## src/rtl/pds_responder_if.sv

```systemverilog
// Mac SE PDS 68000-style bus bundle between a cycle initiator (master) and a target (slave).
interface pds_responder_if;
  logic        pdsASn;
  logic        pdsUDSn;
  logic        pdsLDSn;
  logic        pdsRnW;
  logic [23:1] pdsA;
  logic [15:0] pdsDIN;
  logic [15:0] pdsDOUT;
  logic        pdsDOE;
  logic        pdsDTACKn;

  modport master (
    output pdsASn, pdsUDSn, pdsLDSn, pdsRnW, pdsA, pdsDIN,
    input  pdsDOUT, pdsDOE, pdsDTACKn
  );

  modport slave (
    input  pdsASn, pdsUDSn, pdsLDSn, pdsRnW, pdsA, pdsDIN,
    output pdsDOUT, pdsDOE, pdsDTACKn
  );
endinterface

```

## src/rtl/pds_responder.sv

```systemverilog
// PDS bus target: decodes a 16-byte register window, inserts C8M wait states and
// terminates with DTACK. Eight 16-bit registers (reg 7 = read-only ID) with byte-lane writes.

module pds_sync #(
  parameter int   STAGES  = 2,
  parameter logic RST_VAL = 1'b1
) (
  input  logic pdsC8M,
  input  logic pdsRESET,
  input  logic d,
  output logic q
);
  logic [STAGES-1:0] syncPipe;

  always_ff @(posedge pdsC8M or posedge pdsRESET)
    if (pdsRESET) syncPipe <= {STAGES{RST_VAL}};
    else          syncPipe <= {syncPipe[STAGES-2:0], d};

  assign q = syncPipe[STAGES-1];
endmodule

module pds_responder #(
  parameter logic [19:0] BASE        = 20'hFC000,
  parameter int          WAIT_STATES = 1,
  parameter logic [15:0] ID_VALUE    = 16'h5E30
) (
  input  logic              pdsC8M,
  input  logic              pdsRESET,
  pds_responder_if.slave    bus,
  output logic [15:0]       ctlOut
);
  localparam int NUM_LANES = 2;
  localparam int VEC_W     = 8;
  localparam logic [2:0] WAIT_INIT = WAIT_STATES[2:0];

  localparam logic [2:0] S_IDLE    = 3'd0;
  localparam logic [2:0] S_DECODE  = 3'd1;
  localparam logic [2:0] S_WAIT    = 3'd2;
  localparam logic [2:0] S_ACK     = 3'd3;
  localparam logic [2:0] S_RELEASE = 3'd4;
  localparam logic [2:0] S_IGNORE  = 3'd5;

  logic [2:0] state, nextState;
  logic [2:0] waitCnt, nextCnt;
  logic [2:0] syncQ;
  logic       sAS, sUDS, sLDS;
  logic       hit, enterAck, wrEn;
  logic [2:0] idx;
  logic [NUM_LANES-1:0] laneWe;
  logic [6:0][NUM_LANES-1:0][VEC_W-1:0] regFile;
  logic [7:0][15:0] rdBank;
  logic [15:0] rdData;
  logic [15:0] doutQ;
  logic        doeQ, dtackNQ;

  // One synchronizer per strobe; address, data and RnW are stable while sAS is low.
  pds_sync uSync[2:0] (
    .pdsC8M   (pdsC8M),
    .pdsRESET (pdsRESET),
    .d        ({bus.pdsASn, bus.pdsUDSn, bus.pdsLDSn}),
    .q        (syncQ)
  );
  assign {sAS, sUDS, sLDS} = syncQ;

  assign idx    = bus.pdsA[3:1];
  assign hit    = (bus.pdsA[23:4] == BASE);
  assign laneWe = {~sUDS, ~sLDS};

  always_comb begin
    nextState = state;
    nextCnt   = waitCnt;
    case (state)
      S_IDLE:
        if (!sAS && (bus.pdsRnW || !sUDS || !sLDS)) nextState = S_DECODE;
      S_DECODE:
        if (sAS) nextState = S_IDLE;
        else if (hit) begin
          nextCnt   = WAIT_INIT;
          nextState = (WAIT_INIT == 3'd0) ? S_ACK : S_WAIT;
        end else nextState = S_IGNORE;
      S_WAIT:
        if (sAS) nextState = S_IDLE;
        else begin
          nextCnt = waitCnt - 3'd1;
          if (waitCnt == 3'd1) nextState = S_ACK;
        end
      S_ACK:     if (sAS) nextState = S_RELEASE;
      S_RELEASE: nextState = S_IDLE;
      S_IGNORE:  if (sAS) nextState = S_IDLE;
      default:   nextState = S_IDLE;
    endcase
  end

  // The single ACK-entry edge is both the write commit and the read-data capture point.
  assign enterAck = (nextState == S_ACK) && (state != S_ACK);
  assign wrEn     = enterAck && !bus.pdsRnW && (idx != 3'd7);

  assign rdBank = {ID_VALUE, regFile};
  assign rdData = rdBank[idx];

  always_ff @(posedge pdsC8M or posedge pdsRESET)
    if (pdsRESET) begin
      state   <= S_IDLE;
      waitCnt <= 3'd0;
      dtackNQ <= 1'b1;
      doeQ    <= 1'b0;
      doutQ   <= 16'h0000;
    end else begin
      state   <= nextState;
      waitCnt <= nextCnt;
      dtackNQ <= (nextState != S_ACK);
      if (enterAck)                doeQ <= bus.pdsRnW;
      else if (nextState != S_ACK) doeQ <= 1'b0;
      if (enterAck)                doutQ <= rdData;
    end

  always_ff @(posedge pdsC8M or posedge pdsRESET)
    if (pdsRESET) regFile <= '0;
    else
      for (int r = 0; r < 7; r++)
        for (int l = 0; l < NUM_LANES; l++)
          if (wrEn && idx == 3'(r) && laneWe[l])
            regFile[r][l] <= bus.pdsDIN[l*VEC_W +: VEC_W];

  assign bus.pdsDTACKn = dtackNQ;
  assign bus.pdsDOE    = doeQ;
  assign bus.pdsDOUT   = doutQ;
  assign ctlOut        = regFile[0];
endmodule
```

## src/flat_wrapper.sv

```systemverilog
// flat-port wrapper written by rule: the top's interface ports become plain ports
module pds_responder_flat 
#(
  parameter logic [19:0] BASE        = 20'hFC000,
  parameter int          WAIT_STATES = 1,
  parameter logic [15:0] ID_VALUE    = 16'h5E30
)
  (pdsC8M, pdsRESET, ctlOut, bus_pdsASn, bus_pdsUDSn, bus_pdsLDSn, bus_pdsRnW, bus_pdsA, bus_pdsDIN, bus_pdsDOUT, bus_pdsDOE, bus_pdsDTACKn);
  pds_responder_if bus_i ();
  input  logic pdsC8M;
  input  logic pdsRESET;
  output logic [15:0] ctlOut;
  input wire logic [$bits(bus_i.pdsASn)-1:0] bus_pdsASn;
  input wire logic [$bits(bus_i.pdsUDSn)-1:0] bus_pdsUDSn;
  input wire logic [$bits(bus_i.pdsLDSn)-1:0] bus_pdsLDSn;
  input wire logic [$bits(bus_i.pdsRnW)-1:0] bus_pdsRnW;
  input wire logic [$bits(bus_i.pdsA)-1:0] bus_pdsA;
  input wire logic [$bits(bus_i.pdsDIN)-1:0] bus_pdsDIN;
  output wire logic [$bits(bus_i.pdsDOUT)-1:0] bus_pdsDOUT;
  output wire logic [$bits(bus_i.pdsDOE)-1:0] bus_pdsDOE;
  output wire logic [$bits(bus_i.pdsDTACKn)-1:0] bus_pdsDTACKn;
  assign bus_i.pdsASn = bus_pdsASn;
  assign bus_i.pdsUDSn = bus_pdsUDSn;
  assign bus_i.pdsLDSn = bus_pdsLDSn;
  assign bus_i.pdsRnW = bus_pdsRnW;
  assign bus_i.pdsA = bus_pdsA;
  assign bus_i.pdsDIN = bus_pdsDIN;
  assign bus_pdsDOUT = bus_i.pdsDOUT;
  assign bus_pdsDOE = bus_i.pdsDOE;
  assign bus_pdsDTACKn = bus_i.pdsDTACKn;
  pds_responder #(.BASE(BASE), .WAIT_STATES(WAIT_STATES), .ID_VALUE(ID_VALUE)) u_core (.pdsC8M(pdsC8M), .pdsRESET(pdsRESET), .bus(bus_i), .ctlOut(ctlOut));
endmodule
```

## config.mk

```make
export PLATFORM = sky130hd
export DESIGN_NAME = pds_responder_flat
export DESIGN_NICKNAME = d
export VERILOG_FILES = /design/src/rtl/pds_responder_if.sv /design/src/rtl/pds_responder.sv /design/src/flat_wrapper.sv
export SDC_FILE = /design/constraint.sdc
export NUM_CORES = 1
export LEC_CHECK = 0
export CAP_MARGIN = 10
export CORE_MARGIN = 2
export CORE_UTILIZATION = 46
export CTS_CLUSTER_SIZE = 14
export DETAILED_ROUTE_END_ITERATION = 16
export GPL_TIMING_DRIVEN = 1
export PLACE_DENSITY_LB_ADDON = 0.15
export SYNTH_ARGS = -nofsm -noshare
export SYNTH_HDL_FRONTEND = slang
export SYNTH_SLANG_ARGS = --single-unit
export TNS_END_PERCENT = 1
```

## constraint.sdc

```tcl
create_clock -name pdsC8M -period 5.6 [get_ports pdsC8M]
set_input_delay 1.4 -clock pdsC8M [delete_from_list [all_inputs] [get_ports pdsC8M]]
set_output_delay 1.4 -clock pdsC8M [all_outputs]
set_load 0.02 [all_outputs]
```

# [Word-level counts from Yosys, hierarchy flattened]
# Cells that the tools add are included.
[totals] output_inout_bits=34 regBits=142 elab_cells=97
[op_classes] mux=16 addsub=1 reduce_logical=36 n_eq_ne=19 n_lt_le_gt_ge=1 bitwise=2
[ops] op="binary-select mux 16 bit (select 3 bit)" n=1
[ops] op="two-way mux 3 bit" n=10
[ops] op="logical AND 1 bit" n=25
[ops] op="== test 20 bit (second input constant)" n=1
[ops] op="two-way mux 16 bit" n=1
[ops] op="== test 3 x 2 -> 1 bit (second input constant)" n=5
[ops] op="case mux 3 bit (5 select lines)" n=1
[ops] op="== test 3 bit (second input constant)" n=4
[ops] op="== test 3 x 1 -> 1 bit (second input constant)" n=3
[ops] op="zero test 3 bit" n=2
[ops] op="!= test 3 x 2 -> 1 bit (second input constant)" n=2
[ops] op="case mux 3 bit (2 select lines)" n=1
[ops] op="zero test 1 bit" n=4
[ops] op="< comparator 3 x 4 -> 1 bit (second input constant)" n=1
[ops] op="!= test 2 bit (second input constant)" n=2
[ops] op="AND reduction 4 bit" n=1
[ops] op="nonzero test 2 bit" n=2
[ops] op="!= test 3 bit (second input constant)" n=1
[ops] op="subtractor 3 x 1 -> 3 bit (second input constant)" n=1
[ops] op="logical OR 1 bit" n=2
[ops] op="two-way mux 1 bit" n=2
[ops] op="!= test 2 x 1 -> 1 bit (second input constant)" n=1
[ops] op="NOT 1 bit" n=2

# [Longest topological paths before layout]
[depth] word_depth=12 depth_mapped=8 ltp_nobuf=6

# [Modules after synthesis]
# From an unflattened synthesis, not the netlist that was laid out.
[unflattened] cells_unflattened=477 hier_area_um2=6731.5
[modules_own_cells] mod="pds_responder" seq_area_each_um2=3404.5 cells_each=468 area_per_inst_um2=6562.5 n_inst=1
[modules_own_cells] mod="pds_sync" seq_area_each_um2=52.6 cells_each=3 area_per_inst_um2=56.3 n_inst=3

# [Worst setup path before layout]
# No wires, ideal clock.
[synth_timing] kind="input port to flip-flop" startpoint="input port bus_pdsA[13]" endpoint="register u_core.regFile (netlist bit u_core.rdBank[104])" arrival_time_ps=2885 setup_slack_ps=2590 t_required_ps=5475 cell_stages=6 setup_ps=125 path_cell_list="nor4b_1 nand3_1 nor3_4 buf_6 o2111ai_2 mux2_2"
[synth_between] elab_chain_cells=10
[synth_rtl] element="from (decl)" line="flat_wrapper.sv:17" rtl="input wire logic [$bits(bus_i.pdsA)-1:0] bus_pdsA;"
[synth_rtl] element="== test 20 bit" line="pds_responder.sv:66" rtl="assign hit = (bus.pdsA[23:4] == BASE);"
[synth_rtl] element="two-way mux 3 bit" line="pds_responder.sv:77" rtl="else if (hit) begin"
[synth_rtl] element="two-way mux 3 bit" line="pds_responder.sv:76" rtl="if (sAS) nextState = S_IDLE;"
[synth_rtl] element="case mux 3 bit (5 select lines)" line="pds_responder.sv:72" rtl="case (state)"
[synth_rtl] element="== test 3 x 2 -> 1 bit" line="pds_responder.sv:95" rtl="assign enterAck = (nextState == S_ACK) && (state != S_ACK);"
[synth_rtl] element="logical AND 1 bit" line="pds_responder.sv:95"
[synth_rtl] element="logical AND 1 bit (2 in series)" line="pds_responder.sv:96" rtl="assign wrEn = enterAck && !bus.pdsRnW && (idx != 3'd7);"
[synth_rtl] element="logical AND 1 bit (2 in series)" line="pds_responder.sv:122" rtl="if (wrEn && idx == 3'(r) && laneWe[l])"
[synth_rtl] element="to (signal, indexed assignment)" line="pds_responder.sv:123" rtl="regFile[r][l] <= bus.pdsDIN[l*VEC_W +: VEC_W];"
[synth_rtl] element="to (decl)" line="pds_responder.sv:50" rtl="logic [6:0][NUM_LANES-1:0][VEC_W-1:0] regFile;"
# No other way between the ends.
# A chain may end at the register's enable or synchronous reset.

# [Worst setup path in the final report]
[layout_timing] startpoint="input port bus_pdsA[4]" endpoint="register u_core.regFile (netlist bit u_core.rdBank[104])"
# Same word-level chain as after synthesis.

==> results.txt <==
The flow ran to the end, and the final reports show no timing, DRC or antenna violations. Setup fix buffers added after clock tree synthesis: 0. The type of the most critical hold path was reg2reg. The number of global-route vias before repair was 4395; the combinational fraction of design power was 6.5%. Buffers placed on the I/O ports in this run total 78. STA puts the critical path data required time at 5.90 ns.

The detailed-routing iteration count for the pre-antenna-repair pass was 4; the slew at the pin with the worst max-slew slack was 1.04 ns. The startpoint identified for the worst register-to-register timing path is u_core.uSync[2].syncPipe[1]$_DFF_PP1_. Across the run, the number of max-cap violations was 0. In this run, post-CTS repair resized a total of 0 instances. The number of hold violations in the final report was 0. Of the post-synthesis cell area, the dominant cell type holds 50.0%. In the final design database the tool counted 578 nets. The HPWL after detailed placement is 9.06 mm.

For this run, the total global-route usage over all layers was measured as 19.5%. The wire length reported by the detailed router was 14.2 mm. After floorplanning, the core was divided into 44 placement rows. Summed over all cells, the static leakage comes to 0.00377 uW. By count the netlist is led by mux2_2 (137), dfrtp_1 (135), nor2_1 (19), buf_4 (18), mux4_2 (16). In this run the power spent charging and discharging nets is 522 uW. The biggest area contributor in the post-synthesis netlist is dfrtp_1. The largest vdd supply drop is 0.208 mV, and the setup violation total in the final timing report is 0.

The floorplan step defined a die boundary enclosing 0.0157 mm2. Of the total power, the share spent switching nets is 22.4%. The biggest fanout along the worst timing path works out to 17. Number of placed I/O pins: 79. In this run the worst setup path begins at bus_pdsA[4]. The count of final max-slew check failures was 0. The clock network power share is 48.7%, and the wire length of the first global-routing pass is 23.9 mm.

The timing-limited maximum frequency is 258 MHz, and the minimum clock period after layout is 3.88 ns. Routability-driven placement finished with a final weighted congestion of 0.747. The distinct cell type count of the synthesized netlist was 43; the global-route congestion overflow total was 0. In this run, post-CTS hold repair placed 0 buffers. 0 antenna diodes ended up in the layout. The count of flip-flops with a built-in enable after synthesis was 0; the clock latency reported for the late side of the worst-skew pair was 0.42 ns.

Counting every net in the synthesized netlist gives 511. The share of the Yosys chip area taken by registers is 52.7%. The die span in y was 125 um. Setup repair after global routing left no endpoint under its margin.

Dividing the detail-routed wire length by the instance count gives 19.5 um. The fraction of synthesis flops using an asynchronous set or reset pin works out to 100%. The total of fill cells in the finished design came out at 1188. The share of post-route cells with drive strength above 1 came out at 41.0%. Worst-case clock skew: 0.00893 ns. The average cell area after synthesis was 14.6 um2.

The critical path is of the in2reg type. Clock tree synthesis found a total of 142 sinks. The prevailing post-synth register cell was dfrtp_1.

The design draws 2330 uW. The mapped netlist covers 0.00676 mm2. The pin count of the biggest net entering global routing is 114, and the setup TNS after final layout is 0 ns. The relative slew slack is 30.2%, and the detailed-route via count is 4071. The cell at the root of the clock tree is clkbuf_16. The number of warning messages in the yosys log was 0.

The endpoint class of the critical path is a flop. By area the synthesized netlist is led by dfrtp_1 (50%), mux2_2 (23%), mux4_2 (5.3%). Power spread over the standard cell area amounts to 285 mW/mm2. Internal power comes to 1810 uW.

Counting every instance in the synthesized netlist gives 464. Buffers inserted during clock tree synthesis total 17. The floorplan step set the die width to 125 um. The maximum number of buffers from clock root to sink came out at 2.

The area growth from synthesis to layout is 21.0%. The maximum level of the CTS H-tree came out at 4. STA classifies the critical path startpoint as a primary input.

Once the floorplan was initialized, standard cells occupied 46.9% of the core. The worst hold path begins at u_core.uSync[2].syncPipe[0]$_DFF_PP1_. Synthesis inferred 142 register bits.

Sequential cells account for 44.9% of the total power. The share of the cycle needed by the critical path after routing was 69.2%; the area of the core was 0.0144 mm2. After clock tree synthesis, the clock-pin slew on the worst setup and hold paths is 0.06 ns.

After detailed routing, the number of vias per cell comes to 5.59. Data on the critical path arrives at its endpoint at 4.17 ns. The logs give 0 for the number of antenna violations at the first check in global routing and 213 for the number of DRC markers in iteration 0. mux2_2 is the most common cell in the netlist.

The detail route stage leaves a number of antenna-violating nets equal to 0. For this run, design rule violations remaining after detail routing come to 0. TritonCTS built the clock tree.
-- area by class of cell --
class                   instances  area, um2  share of cell area, %
clock inverters                12        143                   1.74
flip-flops and latches        142       3560                   43.5
well taps                     184        230                   2.81
repair buffers                 84        821                   10.0
multi-input cells             275       2920                   35.7
clock buffers                  20        457                   5.58
inverters                      11       46.3                  0.566
-- sequential cells by signal (all words and copies together) (netlist names) --
register / cells
u_core.uSync.syncPipe: 6
u_core.bus.pdsDOUT: 16
u_core.bus.pdsDTACKn: 1
u_core.waitCnt: 3
u_core.state: 3
u_core.rdBank: 96
u_core.ctlOut: 16
u_core.bus.pdsDOE: 1
-- cell usage in the layout, fill, tap and decap left out, types with 2 or more instances in the layout --
master           netlist  routed
nor4b_1                2       2
o221ai_1               7       7
clkdlybuf4s50_1        0      77
clkinv_2               0       6
ha_1                   2       2
nor3_1                 4       4
nor4_1                 2       2
o31ai_1                2       2
mux2_2               137     137
o2111ai_4              7       7
nand2_1                7       7
a21oi_1               15      15
mux4_2                16      16
nor2b_1                3       3
o2111ai_2              7       7
o21ai_0               11      11
nor3b_1                3       2
clkbuf_16              0      17
nand2b_1               3       3
buf_4                 18       6
clkbuf_8               0       2
nor2_1                19      19
bufinv_16              0       3
nor3_2                 2       2
dfrtp_1              135     135
inv_1                 11      10
dfstp_2                7       7
clkinvlp_4             0       3
mux2i_1               10      10
-- metrics by stage --
| stage | instance area [um2] | util [%] | setup WS, ns | hold WS (ns) | std cells |
|---|---|---|---|---|---|
| after floorplan | 6760 | - | 0.402 | 0.345 | 464 |
| after global placement | 7580 | 52.6 | 1.35 | 0.347 | 696 |
| after detailed placement | 7580 | 52.6 | 1.29 | 0.347 | 696 |
| after CTS | 8180 | 56.7 | 1.74 | 0.355 | 728 |
| after global routing | 8180 | 56.7 | 1.59 | 0.364 | 728 |
| final | 8180 | 56.7 | 1.72 | 0.354 | 728 |
-- logic make-up after synthesis --
family,synth area share (%)
buf+inv,4.16
xor+xnor,0.130
mux,29.6
fa+ha+maj,0.370
simple gates,5.28
flops,52.7
compound gates,7.74
-- final timing paths --
path                                                               to  depth (start not counted)  slack (ns)
worst max-delay path                   u_core.rdBank[104]$_DFFE_PP0P_                          6        1.72
worst min-delay path            u_core.uSync[2].syncPipe[1]$_DFF_PP1_                          0        0.35
worst max register to register         u_core.rdBank[104]$_DFFE_PP0P_                          5        2.76
worst min register to register  u_core.uSync[2].syncPipe[1]$_DFF_PP1_                          0        0.35
max in group asynchronous               u_core.rdBank[94]$_DFFE_PP0P_                          3        3.03
min in group asynchronous               u_core.bus.pdsDOE$_DFFE_PP0P_                          2        1.61
-- critical path, cell delays in order --
cell	delay [ns]
clkdlybuf4s50_1	0.40
nor4_1	0.29
nand3_1	0.23
nor3_4	0.86
o2111ai_2	0.54
mux2_2	0.45
-- power by group through the flow --
stage               combinational, uW  clock, uW  sequential, uW
floorplan                        93.6          0            1060
global placement                  149          0            1060
detailed placement                153          0            1060
CTS                               153       1160            1040
global route                      167       1210            1040
finish                            150       1130            1040
-- layer usage --
metal | track usage [%] | vias up | routed length, um
li1 | - | 1856 | -
met1 | 26.3 | 2137 | 6580
met2 | 32.0 | 66 | 7050
met3 | 4.79 | 12 | 452
met4 | 5.16 | 0 | 153
met5 | 0 | - | 0
(Power assumes the default switching activity.)
